[src/rtl/ame_div_compute.sv]
// ame_div_compute: fixed-latency signed divider for the AME pipeline.
// Captures {N, D}, takes magnitudes, runs a radix-2 restoring divide for
// COMP_DATA_BITS cycles, then applies sign, optional rounding and saturation.
// Optional feature: define AME_DIV_ROUND_EN to round half away from zero;
// without it the quotient truncates toward zero. Latency is the same either way.
module ame_div_compute #(
  parameter int COMP_DATA_BITS = 64
) (
  input  logic                           clk_i,
  input  logic                           rst_n_i,
  input  logic                           comp_init_i,
  input  logic [1:0][COMP_DATA_BITS-1:0] comp_data_i,
  output logic                           comp_busy_o,
  output logic                           comp_done_o,
  output logic                           comp_zero_o,
  output logic [COMP_DATA_BITS-1:0]      comp_data_o
);

  localparam int W     = COMP_DATA_BITS;
  localparam int CNT_W = $clog2(W);

  localparam logic [CNT_W-1:0] CNT_LAST    = CNT_W'(W - 1);
  // Largest magnitudes representable for a positive / negative result.
  localparam logic [W:0]       MAG_MAX_POS = {2'b00, {(W-1){1'b1}}};
  localparam logic [W:0]       MAG_MAX_NEG = {2'b01, {(W-1){1'b0}}};
  localparam logic [W-1:0]     RES_MAX     = {1'b0, {(W-1){1'b1}}};
  localparam logic [W-1:0]     RES_MIN     = {1'b1, {(W-1){1'b0}}};

  typedef enum logic [1:0] {
    S_IDLE = 2'd0,
    S_PREP = 2'd1,
    S_DIV  = 2'd2,
    S_POST = 2'd3
  } state_t;

  state_t               state_reg;
  logic [1:0][W-1:0]    op_cap_reg;   // [1] = N, [0] = D as captured
  logic                 sign_reg;
  logic [W:0]           n_abs_reg;    // |N|, becomes the quotient as DIV shifts
  logic [W:0]           d_abs_reg;    // |D|
  logic                 d_zero_reg;
  logic                 ovf_reg;
  logic [CNT_W-1:0]     cnt_reg;
  logic [W:0]           rem_reg;
  logic                 busy_reg;
  logic                 done_reg;
  logic                 zero_reg;
  logic [W-1:0]         data_reg;

  // Per-operand sign and magnitude of the captured values (W+1 bits so the
  // most negative input maps to an exact positive magnitude).
  logic                 op_neg [2];
  logic [W:0]           op_abs [2];

  for (genvar gi = 0; gi < 2; gi++) begin : g_abs
    assign op_neg[gi] = op_cap_reg[gi][W-1];
    assign op_abs[gi] = op_neg[gi] ? ((W+1)'(0) - {1'b1, op_cap_reg[gi]})
                                   : {1'b0, op_cap_reg[gi]};
  end

  logic prep_d_zero_next;
  logic prep_ovf_next;

  assign prep_d_zero_next = (op_cap_reg[0] == '0);
  assign prep_ovf_next    = (op_cap_reg[1] == RES_MIN) && (op_cap_reg[0] == '1);

  // One restoring-division step: bring down the next dividend bit and try
  // to subtract the divisor.
  logic [W+1:0] div_trial_next;
  logic         div_ge_next;
  logic [W:0]   div_sub_next;
  logic [W:0]   div_rem_next;

  always_comb begin
    div_trial_next = {rem_reg, n_abs_reg[W-1]};
    div_ge_next    = (div_trial_next >= {1'b0, d_abs_reg});
    // When the subtraction is taken the true difference is below |D|, so
    // the low W+1 bits hold it exactly.
    div_sub_next   = div_trial_next[W:0] - d_abs_reg;
    div_rem_next   = div_ge_next ? div_sub_next : div_trial_next[W:0];
  end

  // Final magnitude (optionally rounded), then sign and saturation.
  logic [W:0]   post_mag_next;
  logic [W-1:0] post_result_next;

  always_comb begin
`ifdef AME_DIV_ROUND_EN
    // Round half away from zero: bump the magnitude when 2*rem >= |D|.
    post_mag_next = n_abs_reg +
                    (W+1)'(({rem_reg, 1'b0} >= {1'b0, d_abs_reg}) ? 1 : 0);
`else
    post_mag_next = n_abs_reg;
`endif
    post_result_next = '0;
    if (d_zero_reg) begin
      post_result_next = '0;
    end else if (ovf_reg) begin
      post_result_next = RES_MAX;
    end else if (sign_reg) begin
      if (post_mag_next > MAG_MAX_NEG) begin
        post_result_next = RES_MIN;
      end else begin
        post_result_next = W'(0) - post_mag_next[W-1:0];
      end
    end else begin
      if (post_mag_next > MAG_MAX_POS) begin
        post_result_next = RES_MAX;
      end else begin
        post_result_next = post_mag_next[W-1:0];
      end
    end
  end

  // Control FSM with datapath registers and registered outputs.
  always_ff @(posedge clk_i or negedge rst_n_i) begin
    if (!rst_n_i) begin
      state_reg  <= S_IDLE;
      op_cap_reg <= '0;
      sign_reg   <= 1'b0;
      n_abs_reg  <= '0;
      d_abs_reg  <= '0;
      d_zero_reg <= 1'b0;
      ovf_reg    <= 1'b0;
      cnt_reg    <= '0;
      rem_reg    <= '0;
      busy_reg   <= 1'b0;
      done_reg   <= 1'b0;
      zero_reg   <= 1'b0;
      data_reg   <= '0;
    end else begin
      done_reg <= 1'b0;
      case (state_reg)
        S_IDLE: begin
          if (comp_init_i) begin
            op_cap_reg <= comp_data_i;
            busy_reg   <= 1'b1;
            state_reg  <= S_PREP;
          end
        end
        S_PREP: begin
          sign_reg   <= op_neg[1] ^ op_neg[0];
          n_abs_reg  <= op_abs[1];
          d_abs_reg  <= op_abs[0];
          d_zero_reg <= prep_d_zero_next;
          ovf_reg    <= prep_ovf_next;
          cnt_reg    <= '0;
          rem_reg    <= '0;
          state_reg  <= S_DIV;
        end
        S_DIV: begin
          // Dividend bits leave at the top, quotient bits enter at the bottom.
          n_abs_reg <= {1'b0, n_abs_reg[W-2:0], div_ge_next};
          rem_reg   <= div_rem_next;
          cnt_reg   <= cnt_reg + 1'b1;
          if (cnt_reg == CNT_LAST) begin
            state_reg <= S_POST;
          end
        end
        S_POST: begin
          data_reg  <= post_result_next;
          zero_reg  <= d_zero_reg;
          done_reg  <= 1'b1;
          busy_reg  <= 1'b0;
          cnt_reg   <= '0;
          state_reg <= S_IDLE;
        end
        default: begin
          state_reg <= S_IDLE;
          busy_reg  <= 1'b0;
        end
      endcase
    end
  end

  assign comp_busy_o = busy_reg;
  assign comp_done_o = done_reg;
  assign comp_zero_o = zero_reg;
  assign comp_data_o = data_reg;

endmodule

[config.mk]
export PLATFORM = sky130hd
export DESIGN_NAME = ame_div_compute
export DESIGN_NICKNAME = d
export VERILOG_FILES = /design/src/rtl/ame_div_compute.sv
export SDC_FILE = /design/constraint.sdc
export NUM_CORES = 1
export LEC_CHECK = 0
export CORE_AREA = 2 2 295 297
export CTS_CLUSTER_SIZE = 30
export DETAILED_ROUTE_END_ITERATION = 8
export DIE_AREA = 0 0 297 299
export PLACE_DENSITY = 0.53
export SYNTH_ARGS = -nofsm -noshare
export SYNTH_HDL_FRONTEND = slang
export SYNTH_SLANG_ARGS = --single-unit
[constraint.sdc]
create_clock -name clk_i -period 8.3 [get_ports clk_i]
set_input_delay 1.66 -clock clk_i [delete_from_list [all_inputs] [get_ports clk_i]]
set_output_delay 1.66 -clock clk_i [all_outputs]
set_load 0.02 [all_outputs]
==> impl_metrics.csv <==
group,metric,value,unit
routing,drt-met1-wl,42100,um
yosys,syn_area,25400,sq um
pwr,internal_power,6.49,mW
floorplan,core_area,85900,sq um
sta,fin_skew,35.5,ps
clock_network,clockRootBuffer,"clkbuf_16",
setup_path,start_kind,"flop",
yosys,async_flop_share,100,%
clock_network,cts_tree,"built",
setup_path,critPathKind,"flop to flop",
floorplan,io-pin-count,198,
pwr,seqPwrFrac,34.1,%
pwr,combPwrFrac,46.8,%
sta,setup_viol,0,
floorplan,die-area,88800,sq um
cells_and_area,final_cells,4073,
sta,final_max_slew_viol_count,0,
placement,pre_cts_ws,2990,ps
clock_network,cts_max_path_buffers,3,
setup_path,path_buf_inv,1,
grt,antenna_found_initial,4,
grt,grt_pass1_wl,129000,um
clock_network,clock-sinks,401,
yosys,synth_adder_area_share,3.82,%
yosys,ys_top_cells_by_area,"dfrtp_1, mux2_2, xor2_1",
routing,drc,0,
sta,period_share,64.9,%
clock_network,post-cts-setup-buffers,0,
routing,wl_met2,35000,um
sta,finalHoldViolCount,0,
setup_path,crit_cells,11,
yosys,synth_top_cell_area_share,39.5,%
routing,routed-via-count,21700,
routing,top_layer,"met4",
setup_path,crit_chain,"inv_1 > ha_1 > or3b_2 > or2_2 > or3_1 > or4_1 > o31ai_4 > and3_2 > o21ai_0 > a311oi_1 > a21o_1",
job,maxCapViolCount,0,
cells_and_area,nFillCells,8872,
outcome,outcome,"finished clean",
routing,wl_per_cell,20.5,um
pwr,powerDensity,395,nW/um^2
cells_and_area,largest_register_ffs,128,
yosys,avgSynthCellArea,9.08,sq um
setup_path,crit_path_end_kind,"flop",
floorplan,die_w,297,um
sta,fmax,0.186,GHz
routing,routed_wl,83700,um
grt,gr-usage-all-layers,18.4,%
cells_and_area,drive_gt1_share,11.6,%
sta,tightest_slew,1140,ps
yosys,synth_top_family_by_area,"compound AO/OA/AOI/OAI gates",
setup_path,crit_slowest_cell,"and3_2",
floorplan,initial_core_util,29.6,%
placement,place_congestion,0.898,
placement,portBuffers,197,
setup_path,slowest_delay,950,ps
grt,grt_overflow,0,
routing,vias_per_cell,5.33,
clock_network,hold_buffers,0,
sta,final.setup.worst_slack,2910,ps
yosys,yosysWarnings,0,
placement,dp_hpwl,60800,um
sta,slew_headroom,23.3,%
cells_and_area,syn2layout_area_growth,18.3,%
routing,first_pass_iters,5,
yosys,ys_seq_area_share,39.5,%
setup_path,crit_fanout,36,
grt,grt_max_degree,152,
yosys,yosys.area_share.simple,15.9,%
cells_and_area,final_util,35.0,%
clock_network,cts.clk_slew.worst_paths,70,ps
sta,rsz0062_at_grt,"no",
sta,whs,499,ps
yosys,synthFlopType,"dfrtp_1",
yosys,synth_edf_count,0,
yosys,yosysTopAreaCell,"dfrtp_1",
pwr,vdd.ir_drop.worst,0.000207,V
pwr,switching_share,45.3,%
grt,grt_pass1_vias,20500,
placement,place_inst,3987,
setup_path,arrival,5940,ps
cells_and_area,final_nets,3088,
clock_network,cts_buffers,46,
hold_path,min_delay_path_depth,2,
floorplan,dieHeight,299,um
sta,period_needed,5390,ps
yosys,syn_inst,2798,
pwr,p_leak,12.0,nW
routing,drt_iter0_markers,1838,
clock_network,clk-insertion-delay-late,610,ps
floorplan,std_cell_rows,108,
yosys,synth_mux_area_share,9.85,%
pwr,power.switching,5.39,mW
clock_network,h-tree-depth,2,
setup_path,critPathTopFamily,"simple AND/OR/NAND/NOR gates",
hold_path,hp-class,"flop to flop",
yosys,ys_types,76,
yosys,synth-xor-area-share,6.41,%
setup_path,reg2reg_depth,11,
yosys,synth.most_common_cell,"dfrtp_1",
routing,met3_length,4740,um
yosys,syn_nets,3006,
setup_path,cp_data_required_time,8850,ps
routing,ant_nets,0,
clock_network,post_cts_resized,0,
yosys,synth-compound-area-share,19.7,%
yosys,synth.top_cells.by_count,"dfrtp_1, nand2_1, o21ai_0",
yosys,ys_ff_latch,401,
pwr,p_clk_share,19.1,%
sta,fin_setup_tns,0,ps
==> layout by cell type, fill, tap and decap left out, types with 15 or more instances in the layout <==
master           Yosys  final
mux2_2             176    176
nand3_1             47     47
xnor2_1             49     49
dfrtp_1            401    399
o2bb2ai_1           42     42
a211oi_1            18     18
nor2b_1             15     15
or4_1               28     28
o31ai_1             64     64
clkbuf_16            0     46
nor3_1              73     73
o41ai_1             22     22
or2_2               20     20
or3_1               54     54
nand2_1            212    210
clkdlybuf4s50_1      0    196
o21ai_0            209    209
a21o_1              26     25
a21oi_1            206    205
ha_1                76     72
nor2_1             185    185
o21bai_1            15     15
o21a_1              18     18
a21boi_0            15     15
nand2b_1            24     24
inv_1              130    130
buf_4                1     19
xor2_1             137    137
nor4_1              32     32
nand4_1             74     74
mux2i_1             52     52
a31oi_1             27     27
==> per-stage QoR <==
| step | area [sq um] | total power [mW] |
|---|---|---|
| after detailed placement | 28400 | 9.58 |
| after global placement | 28400 | 9.54 |
| after CTS | 30000 | 11.9 |
| final | 30000 | 11.9 |
| after floorplan | 25400 | 7.52 |
| after global routing | 30000 | 12.7 |
==> routing by layer <==
| metal | vias up | track usage (%) |
|---|---|---|
| met5 | - | 0 |
| met4 | 0 | 4.73 |
| met3 | 99 | 2.34 |
| met2 | 638 | 26.4 |
| met1 | 10600 | 28.7 |
| li1 | 10400 | - |
==> kinds of logic after synthesis <==
| kind of cell | count (synthesis) |
|---|---|
| simple gates | 812 |
| compound gates | 779 |
| flops | 401 |
| buf+inv | 315 |
| mux | 228 |
| xor+xnor | 186 |
| fa+ha+maj | 77 |
==> final timing paths <==
kind / startpoint / end / slack [ps]
max: n_abs_reg[1]$_DFFE_PN0P_ / comp_data_o[61]$_DFFE_PN0P_ / 2910
min reg2reg: d_abs_reg[64]$_DFFE_PN0P_ / d_abs_reg[64]$_DFFE_PN0P_ / 500
min: d_abs_reg[64]$_DFFE_PN0P_ / d_abs_reg[64]$_DFFE_PN0P_ / 500
min in group asynchronous: rst_n_i / op_cap_reg[21]$_DFFE_PN0P_ / 1160
max reg2reg: n_abs_reg[1]$_DFFE_PN0P_ / comp_data_o[61]$_DFFE_PN0P_ / 2910
max in group asynchronous: rst_n_i / comp_data_o[24]$_DFFE_PN0P_ / 5730
==> cell type report <==
type / count / area, sq um / area share [%]
Clock buffer: 60 / 1300 / 4.34
Timing Repair Buffer: 218 / 2160 / 7.19
Clock inverter: 25 / 382 / 1.27
Inverter: 131 / 492 / 1.64
Multi-Input combinational cell: 2082 / 14200 / 47.3
Sequential cell: 401 / 10000 / 33.4
Tap cell: 1155 / 1450 / 4.81
Antenna cell: 1 / 2.50 / 0.00833
==> power by group through the flow <==
stage	Combinational, mW	Clock, mW	Sequential, mW
final	5.56	2.27	4.05
after CTS	5.56	2.32	4.02
after detailed placement	5.53	0	4.05
after floorplan	3.89	0	3.64
after global placement	5.51	0	4.03
after global routing	6.14	2.40	4.16
==> worst register-to-register path, cell delays in order, from the launching register on <==
cell,delay (ps)
dfrtp_1,410
inv_1,130
ha_1,200
or3b_2,490
or2_2,320
or3_1,500
or4_1,720
o31ai_4,950
and3_2,960
o21ai_0,220
a311oi_1,330
a21o_1,110
Power figures use the tool's default switching activity.
